## config.mk

```make
export PLATFORM = sky130hd
export DESIGN_NAME = exu_alu_arb_flat
export DESIGN_NICKNAME = d
export VERILOG_FILES = /design/src/rtl/exu_alu_arb_pkg.sv /design/src/rtl/exu_alu_arb_if.sv /design/src/rtl/exu_alu_rr_arb2.sv /design/src/rtl/exu_alu_arb.sv /design/src/flat_wrapper.sv
export SDC_FILE = /design/constraint.sdc
export NUM_CORES = 1
export LEC_CHECK = 0
export ABC_AREA = 1
export ABC_CLOCK_PERIOD_IN_PS = 1700
export BUFFER_PORTS_ARGS = -buffer_cell sky130_fd_sc_hd__clkbuf_2
export CORE_AREA = 2 2 113 115
export DETAILED_ROUTE_END_ITERATION = 16
export DIE_AREA = 0 0 115 117
export HOLD_SLACK_MARGIN = 0.08
export SLEW_MARGIN = 10
export SYNTH_ARGS = -nofsm -noshare
export SYNTH_HDL_FRONTEND = slang
export SYNTH_SLANG_ARGS = --single-unit
```

## constraint.sdc

```tcl
create_clock -name clk -period 1.7 [get_ports clk]
set_input_delay 0.17 -clock clk [delete_from_list [all_inputs] [get_ports clk]]
set_output_delay 0.17 -clock clk [all_outputs]
set_load 0.005 [all_outputs]
```

## src/rtl/exu_alu_arb_pkg.sv

```systemverilog
// Shared definitions for the EXU ALU arbiter: datapath widths, one-hot ALU op
// bit positions, buffer state encoding and the buffered-result record.
package exu_alu_arb_pkg;

  localparam int XLEN  = 32;
  localparam int OP_W  = 5;
  localparam int TAG_W = 4;

  // Bit positions within the one-hot ALU op select.
  localparam int ALU_ADD  = 0;
  localparam int ALU_XOR  = 1;
  localparam int ALU_OR   = 2;
  localparam int ALU_SLTU = 3;
  localparam int ALU_LUI  = 4;

  typedef enum logic {
    ST_EMPTY = 1'b0,
    ST_FULL  = 1'b1
  } buf_state_e;

  typedef struct packed {
    logic             src;
    logic [TAG_W-1:0] tag;
    logic [XLEN-1:0]  wdat;
  } rsp_t;

endpackage

```

## src/rtl/exu_alu_arb_if.sv

```systemverilog
// Bus bundle between the two EXU requesters, the shared ALU and writeback.
// The slave modport is the arbiter's view; master is the surrounding logic.
interface exu_alu_arb_if;
  import exu_alu_arb_pkg::*;

  logic             req0_valid;
  logic             req0_ready;
  logic [OP_W-1:0]  req0_op;
  logic [XLEN-1:0]  req0_op1;
  logic [XLEN-1:0]  req0_op2;
  logic [TAG_W-1:0] req0_tag;

  logic             req1_valid;
  logic             req1_ready;
  logic [OP_W-1:0]  req1_op;
  logic [XLEN-1:0]  req1_op1;
  logic [XLEN-1:0]  req1_op2;
  logic [TAG_W-1:0] req1_tag;

  logic [OP_W-1:0]  alu_op;
  logic [XLEN-1:0]  alu_op1;
  logic [XLEN-1:0]  alu_op2;
  logic [XLEN-1:0]  alu_res;

  logic             rsp_valid;
  logic             rsp_ready;
  logic             rsp_src;
  logic [TAG_W-1:0] rsp_tag;
  logic [XLEN-1:0]  rsp_wdat;

  modport slave (
    input  req0_valid, req0_op, req0_op1, req0_op2, req0_tag,
    output req0_ready,
    input  req1_valid, req1_op, req1_op1, req1_op2, req1_tag,
    output req1_ready,
    output alu_op, alu_op1, alu_op2,
    input  alu_res,
    output rsp_valid, rsp_src, rsp_tag, rsp_wdat,
    input  rsp_ready
  );

  modport master (
    output req0_valid, req0_op, req0_op1, req0_op2, req0_tag,
    input  req0_ready,
    output req1_valid, req1_op, req1_op1, req1_op2, req1_tag,
    input  req1_ready,
    input  alu_op, alu_op1, alu_op2,
    output alu_res,
    input  rsp_valid, rsp_src, rsp_tag, rsp_wdat,
    output rsp_ready
  );

endinterface

```

## src/rtl/exu_alu_rr_arb2.sv

```systemverilog
// Two-way round-robin picker; purely combinational, the pointer lives in the
// parent. rr_ptr names the requester that wins when both are valid.
module exu_alu_rr_arb2 (
  input  logic valid0,
  input  logic valid1,
  input  logic rr_ptr,
  output logic grant0,
  output logic grant1
);

  assign grant0 = valid0 & (~valid1 | ~rr_ptr);
  assign grant1 = valid1 & (~valid0 |  rr_ptr);

endmodule

```

## src/rtl/exu_alu_arb.sv

```systemverilog
// Shares one ALU between two EXU requesters with round-robin arbitration and
// a one-entry result buffer. Optional counters: define EXU_ALU_ARB_PERF_EN.
module exu_alu_arb
  import exu_alu_arb_pkg::*;
(
  input  logic          clk,
  input  logic          rst,
  exu_alu_arb_if.slave  bus
`ifdef EXU_ALU_ARB_PERF_EN
  ,
  output logic [31:0]   perf_grant0,
  output logic [31:0]   perf_grant1,
  output logic [31:0]   perf_stall
`endif
);

  buf_state_e state_q, state_d;
  logic       rr_ptr_q;
  rsp_t       rsp_q;

  logic grant0, grant1;
  logic accept;
  logic hs0, hs1, hs;

  exu_alu_rr_arb2 u_rr_arb2 (
    .valid0 (bus.req0_valid),
    .valid1 (bus.req1_valid),
    .rr_ptr (rr_ptr_q),
    .grant0 (grant0),
    .grant1 (grant1)
  );

  // A draining buffer can take a new result in the same cycle.
  assign accept = (state_q == ST_EMPTY) | bus.rsp_ready;
  assign hs0    = accept & grant0;
  assign hs1    = accept & grant1;
  assign hs     = hs0 | hs1;

  assign bus.req0_ready = hs0;
  assign bus.req1_ready = hs1;

  // NOTE: every output of an always_comb gets a default first so no path
  // leaves it unassigned, which would otherwise infer a latch.
  always_comb begin
    bus.alu_op  = '0;
    bus.alu_op1 = '0;
    bus.alu_op2 = '0;
    if (grant0) begin
      bus.alu_op  = bus.req0_op;
      bus.alu_op1 = bus.req0_op1;
      bus.alu_op2 = bus.req0_op2;
    end else if (grant1) begin
      bus.alu_op  = bus.req1_op;
      bus.alu_op1 = bus.req1_op1;
      bus.alu_op2 = bus.req1_op2;
    end
  end

  always_comb begin
    state_d = state_q;
    case (state_q)
      ST_EMPTY: if (hs) state_d = ST_FULL;
      ST_FULL:  if (!hs && bus.rsp_ready) state_d = ST_EMPTY;
      default:  state_d = ST_EMPTY;
    endcase
  end

  // NOTE: registered state uses non-blocking assignments so every flop
  // samples pre-edge values regardless of statement order.
  always_ff @(posedge clk) begin
    if (rst) begin
      state_q  <= ST_EMPTY;
      rr_ptr_q <= 1'b0;
      rsp_q    <= '0;
    end else begin
      state_q <= state_d;
      if (hs) begin
        rsp_q    <= '{src:  hs1,
                      tag:  hs1 ? bus.req1_tag : bus.req0_tag,
                      wdat: bus.alu_res};
        rr_ptr_q <= hs0;
      end
    end
  end

  assign bus.rsp_valid = (state_q == ST_FULL);
  assign bus.rsp_src   = rsp_q.src;
  assign bus.rsp_tag   = rsp_q.tag;
  assign bus.rsp_wdat  = rsp_q.wdat;

`ifdef EXU_ALU_ARB_PERF_EN
  logic any_valid;
  assign any_valid = bus.req0_valid | bus.req1_valid;

  always_ff @(posedge clk) begin
    if (rst) begin
      perf_grant0 <= '0;
      perf_grant1 <= '0;
      perf_stall  <= '0;
    end else begin
      if (hs0) perf_grant0 <= perf_grant0 + 32'd1;
      if (hs1) perf_grant1 <= perf_grant1 + 32'd1;
      if (any_valid && !hs) perf_stall <= perf_stall + 32'd1;
    end
  end
`endif

endmodule

```

## src/flat_wrapper.sv

```systemverilog
// flat-port wrapper written by rule: the top's interface ports become plain ports
module exu_alu_arb_flat import exu_alu_arb_pkg::*;
  (clk, rst, bus_req0_valid, bus_req0_op, bus_req0_op1, bus_req0_op2, bus_req0_tag, bus_req0_ready, bus_req1_valid, bus_req1_op, bus_req1_op1, bus_req1_op2, bus_req1_tag, bus_req1_ready, bus_alu_op, bus_alu_op1, bus_alu_op2, bus_alu_res, bus_rsp_valid, bus_rsp_src, bus_rsp_tag, bus_rsp_wdat, bus_rsp_ready);
  exu_alu_arb_if bus_i ();
  input  logic clk;
  input  logic rst;
  input wire logic [$bits(bus_i.req0_valid)-1:0] bus_req0_valid;
  input wire logic [$bits(bus_i.req0_op)-1:0] bus_req0_op;
  input wire logic [$bits(bus_i.req0_op1)-1:0] bus_req0_op1;
  input wire logic [$bits(bus_i.req0_op2)-1:0] bus_req0_op2;
  input wire logic [$bits(bus_i.req0_tag)-1:0] bus_req0_tag;
  output wire logic [$bits(bus_i.req0_ready)-1:0] bus_req0_ready;
  input wire logic [$bits(bus_i.req1_valid)-1:0] bus_req1_valid;
  input wire logic [$bits(bus_i.req1_op)-1:0] bus_req1_op;
  input wire logic [$bits(bus_i.req1_op1)-1:0] bus_req1_op1;
  input wire logic [$bits(bus_i.req1_op2)-1:0] bus_req1_op2;
  input wire logic [$bits(bus_i.req1_tag)-1:0] bus_req1_tag;
  output wire logic [$bits(bus_i.req1_ready)-1:0] bus_req1_ready;
  output wire logic [$bits(bus_i.alu_op)-1:0] bus_alu_op;
  output wire logic [$bits(bus_i.alu_op1)-1:0] bus_alu_op1;
  output wire logic [$bits(bus_i.alu_op2)-1:0] bus_alu_op2;
  input wire logic [$bits(bus_i.alu_res)-1:0] bus_alu_res;
  output wire logic [$bits(bus_i.rsp_valid)-1:0] bus_rsp_valid;
  output wire logic [$bits(bus_i.rsp_src)-1:0] bus_rsp_src;
  output wire logic [$bits(bus_i.rsp_tag)-1:0] bus_rsp_tag;
  output wire logic [$bits(bus_i.rsp_wdat)-1:0] bus_rsp_wdat;
  input wire logic [$bits(bus_i.rsp_ready)-1:0] bus_rsp_ready;
  assign bus_i.req0_valid = bus_req0_valid;
  assign bus_i.req0_op = bus_req0_op;
  assign bus_i.req0_op1 = bus_req0_op1;
  assign bus_i.req0_op2 = bus_req0_op2;
  assign bus_i.req0_tag = bus_req0_tag;
  assign bus_req0_ready = bus_i.req0_ready;
  assign bus_i.req1_valid = bus_req1_valid;
  assign bus_i.req1_op = bus_req1_op;
  assign bus_i.req1_op1 = bus_req1_op1;
  assign bus_i.req1_op2 = bus_req1_op2;
  assign bus_i.req1_tag = bus_req1_tag;
  assign bus_req1_ready = bus_i.req1_ready;
  assign bus_alu_op = bus_i.alu_op;
  assign bus_alu_op1 = bus_i.alu_op1;
  assign bus_alu_op2 = bus_i.alu_op2;
  assign bus_i.alu_res = bus_alu_res;
  assign bus_rsp_valid = bus_i.rsp_valid;
  assign bus_rsp_src = bus_i.rsp_src;
  assign bus_rsp_tag = bus_i.rsp_tag;
  assign bus_rsp_wdat = bus_i.rsp_wdat;
  assign bus_i.rsp_ready = bus_rsp_ready;
  exu_alu_arb u_core (.clk(clk), .rst(rst), .bus(bus_i));
endmodule
```

### After elaboration in Yosys (flattened, before gate mapping)

Cells that the tools add are included.

| cells by class | value |
|---|---|
| mux-type cells | 10 |
| bitwise logic cells | 12 |
| reduce and logical (&&, ||, !) cells | 2 |

Operators with widths:

| cell | number |
|---|---|
| 32-bit 2-to-1 mux | 4 |
| 5-bit 2-to-1 mux | 2 |
| 1-bit bitwise AND | 4 |
| 4-bit 2-to-1 mux | 1 |
| 1-bit NOT | 4 |
| 1-bit bitwise OR | 4 |
| 1-bit 2-to-1 mux | 2 |
| 1-bit case mux with 2 select lines | 1 |
| 1-bit logical AND | 1 |
| 1-bit zero test | 1 |

| word-level totals | value |
|---|---|
| bits of input ports | 183 |
| register bits | 39 |
| output and inout bits | 109 |
| logic and storage cells | 29 |

### Logic depth before layout (Yosys ltp)

| depth | value |
|---|---|
| word-level depth | 9 |
| mapped depth | 8 |
| depth with buffers taken out | 7 |

### Cells and area by module

A second synthesis with hierarchy kept.

| second synthesis, totals | value |
|---|---|
| cell total of the unflattened synthesis | 430 |
| area, all modules | 2513.7 um^2 |

By module, submodules not included:

| module | cells each | area each (um^2) | times used | sequential area each (um^2) |
|---|---|---|---|---|
| exu_alu_arb | 425 | 2493.6 | 1 | 780.7 |
| exu_alu_rr_arb2 | 5 | 20.0 | 1 | 0.0 |

### Least setup slack after synthesis

OpenSTA, ideal clock, no wires.

| timing path | value |
|---|---|
| kind | reg-to-output |
| start point | reg u_core.rr_ptr_q |
| end point | out bus_alu_op1[25] |
| arrival time | 1.102 ns |
| path slack | 0.428 ns |
| required time | 1.530 ns |
| cell stages (with the launch flop) | 6 |
| path buffers | 2 |
| cells stage by stage | dfxtp_1 nand2_1 buf_2 buf_1 nand3_1 nand2_1 |

| between the ends | value |
|---|---|
| longest elaborated chain between the ends | 4 |
| elaborated cells on any way between the ends | 7 |
| those cells by class | 2 x mux; 5 x bitwise |

RTL lines:

| element | RTL line | source |
|---|---|---|
| from (decl) | exu_alu_arb.sv:18 | `logic rr_ptr_q;` |
| from (signal assigned) | exu_alu_arb.sv:81 | `rr_ptr_q <= hs0;` |
| 1-bit bitwise OR / 1-bit NOT (equally long branches) | exu_alu_rr_arb2.sv:12, exu_alu_rr_arb2.sv:11 |  |
| 1-bit bitwise AND / 1-bit bitwise OR (equally long branches) | exu_alu_rr_arb2.sv:12, exu_alu_rr_arb2.sv:11 |  |
| 32-bit 2-to-1 mux / 1-bit bitwise AND (equally long branches) | exu_alu_arb.sv:52, exu_alu_rr_arb2.sv:11 |  |
| 32-bit 2-to-1 mux * | exu_alu_arb.sv:48 | `if (grant0) begin` |
| to (decl) | flat_wrapper.sv:20 | `output wire logic [$bits(bus_i.alu_op1)-1:0] bus_alu_op1;` |

Mark *: on every way between the ends. The rest lies on a longest branch, timed or not.

### Worst setup path in the final report

| timing path | value |
|---|---|
| start point | reg u_core.rr_ptr_q |
| end point | out bus_alu_op2[6] |

| between the ends | value |
|---|---|
| longest elaborated chain between the ends | 4 |
| elaborated cells on any way between the ends | 7 |
| those cells by class | 2 x mux; 5 x bitwise |

RTL lines:

| element | RTL line | source |
|---|---|---|
| 1-bit bitwise OR / 1-bit NOT (equally long branches) | exu_alu_rr_arb2.sv:12, exu_alu_rr_arb2.sv:11 |  |
| 1-bit bitwise AND / 1-bit bitwise OR (equally long branches) | exu_alu_rr_arb2.sv:12, exu_alu_rr_arb2.sv:11 |  |
| 32-bit 2-to-1 mux / 1-bit bitwise AND (equally long branches) | exu_alu_arb.sv:52, exu_alu_rr_arb2.sv:11 |  |
| 32-bit 2-to-1 mux * | exu_alu_arb.sv:48 |  |
| to (decl) | flat_wrapper.sv:21 | `output wire logic [$bits(bus_i.alu_op2)-1:0] bus_alu_op2;` |

Marks and branches as above.

==> flow_summary.ini <==
[final_layout]
num_antenna_cells = 0
nFillCells = 1355
nets = 881
finish.instance_area_sq_um = 4460
syn_to_final_growth_pct = 69.6
final_cell_mix = 291 x clkbuf_2, 139 x nand3_1, 84 x nand2_1
layout_commonest_cell = clkbuf_2
drive_gt1_share_pct = 45.4
instances_no_fill = 849

[placement]
io_buffers = 291
dpl_worst_slack_ns = 0.204
dp_cells = 839
routabilityCongestion = 0.758
dpl.hpwl_um = 9370
placed_area_sq_um = 4220

[clocking]
clkSlewWorstSetupHoldPaths_ns = 0.06
cts_made_buffers = 5
cts-htree-levels = 2
clk_latency_ns = 0.28
cts_setup_buffers = 0
postCtsHoldBufs = 0
cts_root_buf = clkbuf_16
clock_sinks = 39
cts_buffer_depth = 2
cts_tree = yes

[yosys]
syn_nets = 612
ys_seq_area_share_pct = 29.7
synth.cell_area_sq_um = 2630
syn-instance-count = 429
synth-seq-cells = 39
yosys_warnings = 0
yosysUniqueCellTypes = 17
syn-mean-instance-area_sq_um = 6.12

[detailed_routing]
post_drt_wl_per_cell_um = 14.5
via_per_inst = 4.49
dr_total_vias = 3816
dr.pass1.iters = 4
first_iter_violations = 192
drc = 0
ant_nets = 0
wirelength_um = 12300

[die]
die_h_um = 117
chipWidth_um = 115
io_pins = 292
row_count = 41
start_util_pct = 21.3
placeableCoreArea_sq_um = 12300
dieArea_sq_um = 13500

[power]
power_density_nw_per_um2 = 730
leakage_nw = 2.70
vdd_ir_drop_max_uv = 371

[sta]
slew-limit-headroom_pct = 74.8
period_share_pct = 92.6
rsz0062_at_grt = no
timing.final.max_slew_violations = 0
fin_crit_ns = 1.57
finClkSkew_ns = 0.00405
finalHoldViolCount = 0
tightest_slew_ns = 0.378
max_freq_mhz = 635
fin_ws_ns = 0.126
setup_tns_ns = 0
setup_viol = 0

[critical_path]
cp.buffers_inverters = 3
arrival_ns = 1.40
crit_family = flip-flops
setup.worst_path.start_class = register
ff2ff_path_depth = 7
cp-end-kind = output pin
path_cells = inv_1 > nand2_4 > buf_12 > nand3_1 > nand2_1 > clkbuf_2
cp.depth = 6
slowest_delay_ns = 0.38
slowest_stage = dfxtp_2
worstSetupPathType = reg -> out
crit_fanout = 32
required_ns = 1.53

[global_routing]
antenna_found_initial = 1
grt_use_met2_pct = 27.5
grt_busiest_layer = met2
grt_pass1_wl_um = 17100
grt_pass1_vias = 3267
grtUsageTotal_pct = 16.2
grt.overflow.total = 0
use_met1_pct = 21.0
globalRouteMet3Util_pct = 3.30
grt_max_degree = 72

[min_path]
worstHoldPathCells = 3
hold_path_class = in -> reg

[flow_run]
maxCapViolations = 0

[run_status]
status = finished, final reports clean
per-layer routing:
layer  up-vias  share of wire [%]
li1       1976                  -
met1      1636                 42
met2       190                 49
met3        12                7.3
met4         2                1.6
met5         -               0.11
worst min-delay path, delay by kind of cell:
family                 cells  cell delay, ns
and+or+nand+nor            2            0.11
buffers and inverters      1            0.07
synthesized netlist by cell type:
cell      count  area (sq um)
nand3_1     139           696
nand2_1      86           323
nor2_1       73           274
dfxtp_1      39           781
o21bai_1     32           240
clkbuf_1     16          60.1
buf_2        15          75.1
inv_1         5          18.8
buf_1         4          15.0
buf_4         4          30.0
nand3b_1      4          30.0
nand4_1       4          25.0
a21oi_1       3          15.0
buf_6         2          22.5
inv_4         1          6.26
nand2_2       1          6.26
nand3_2       1          10.0
stage by stage:
stage | power, mW | util [%] | hold WS, ns
after floorplan | 1.58 | - | 0.305
after global placement | 2.15 | 34.3 | 0.394
after detailed placement | 2.14 | 34.3 | 0.398
after CTS | 3.27 | 36.0 | 0.110
after global routing | 3.46 | 36.2 | 0.116
final | 3.25 | 36.2 | 0.109
area by class of cell:
class                           instances  area [sq um]  area share [%]
Multi-Input combinational cell        343          1630            36.6
Sequential cell                        39           782            17.5
Clock buffer                            6           139            3.12
Inverter                                6          25.0           0.561
Clock inverter                          2          35.0           0.786
Timing Repair Buffer                  303          1660            37.2
Tap cell                              150           188            4.21
repair_timing:
item,in CTS,in global routing
endpoints found under the hold margin,0,0
pin swaps,0,0
setup endpoints to repair,64,6
cloned,1,1
gates resized for setup,2,1
flip-flops by register name, indices dropped and copies added (netlist names):
register and count:
u_core.bus.rsp_src 1, u_core.bus.rsp_tag 4, u_core.bus.rsp_valid 1, u_core.bus.rsp_wdat 32, u_core.rr_ptr_q 1
kinds of logic (layout without fill, tap and decap cells):
family / count (synthesis) / in the layout / share of synthesized area (%)
AOI/OAI and AO/OA: 35 / 35 / 9.71
buffers and inverters: 47 / 317 / 8.67
DFF: 39 / 39 / 29.7
and+or+nand+nor: 308 / 308 / 51.9
where the power goes:
group | switching, mW | internal [mW]
combinational | 0.558 | 0.529
clock | 0.378 | 0.730
sequential | 0.0492 | 1.01
total | 0.985 | 2.27
path summary, 6_finish.rpt:
path | slack (ns) | to | from
max | 0.13 | bus_alu_op2[6] | u_core.rr_ptr_q
min | 0.11 | u_core.bus.rsp_wdat[11] | bus_alu_res[11]
max reg2reg | 0.36 | u_core.bus.rsp_wdat[26] | u_core.rr_ptr_q
min reg2reg | 0.46 | u_core.bus.rsp_src | u_core.bus.rsp_src
Power figures use the tool's default switching activity.
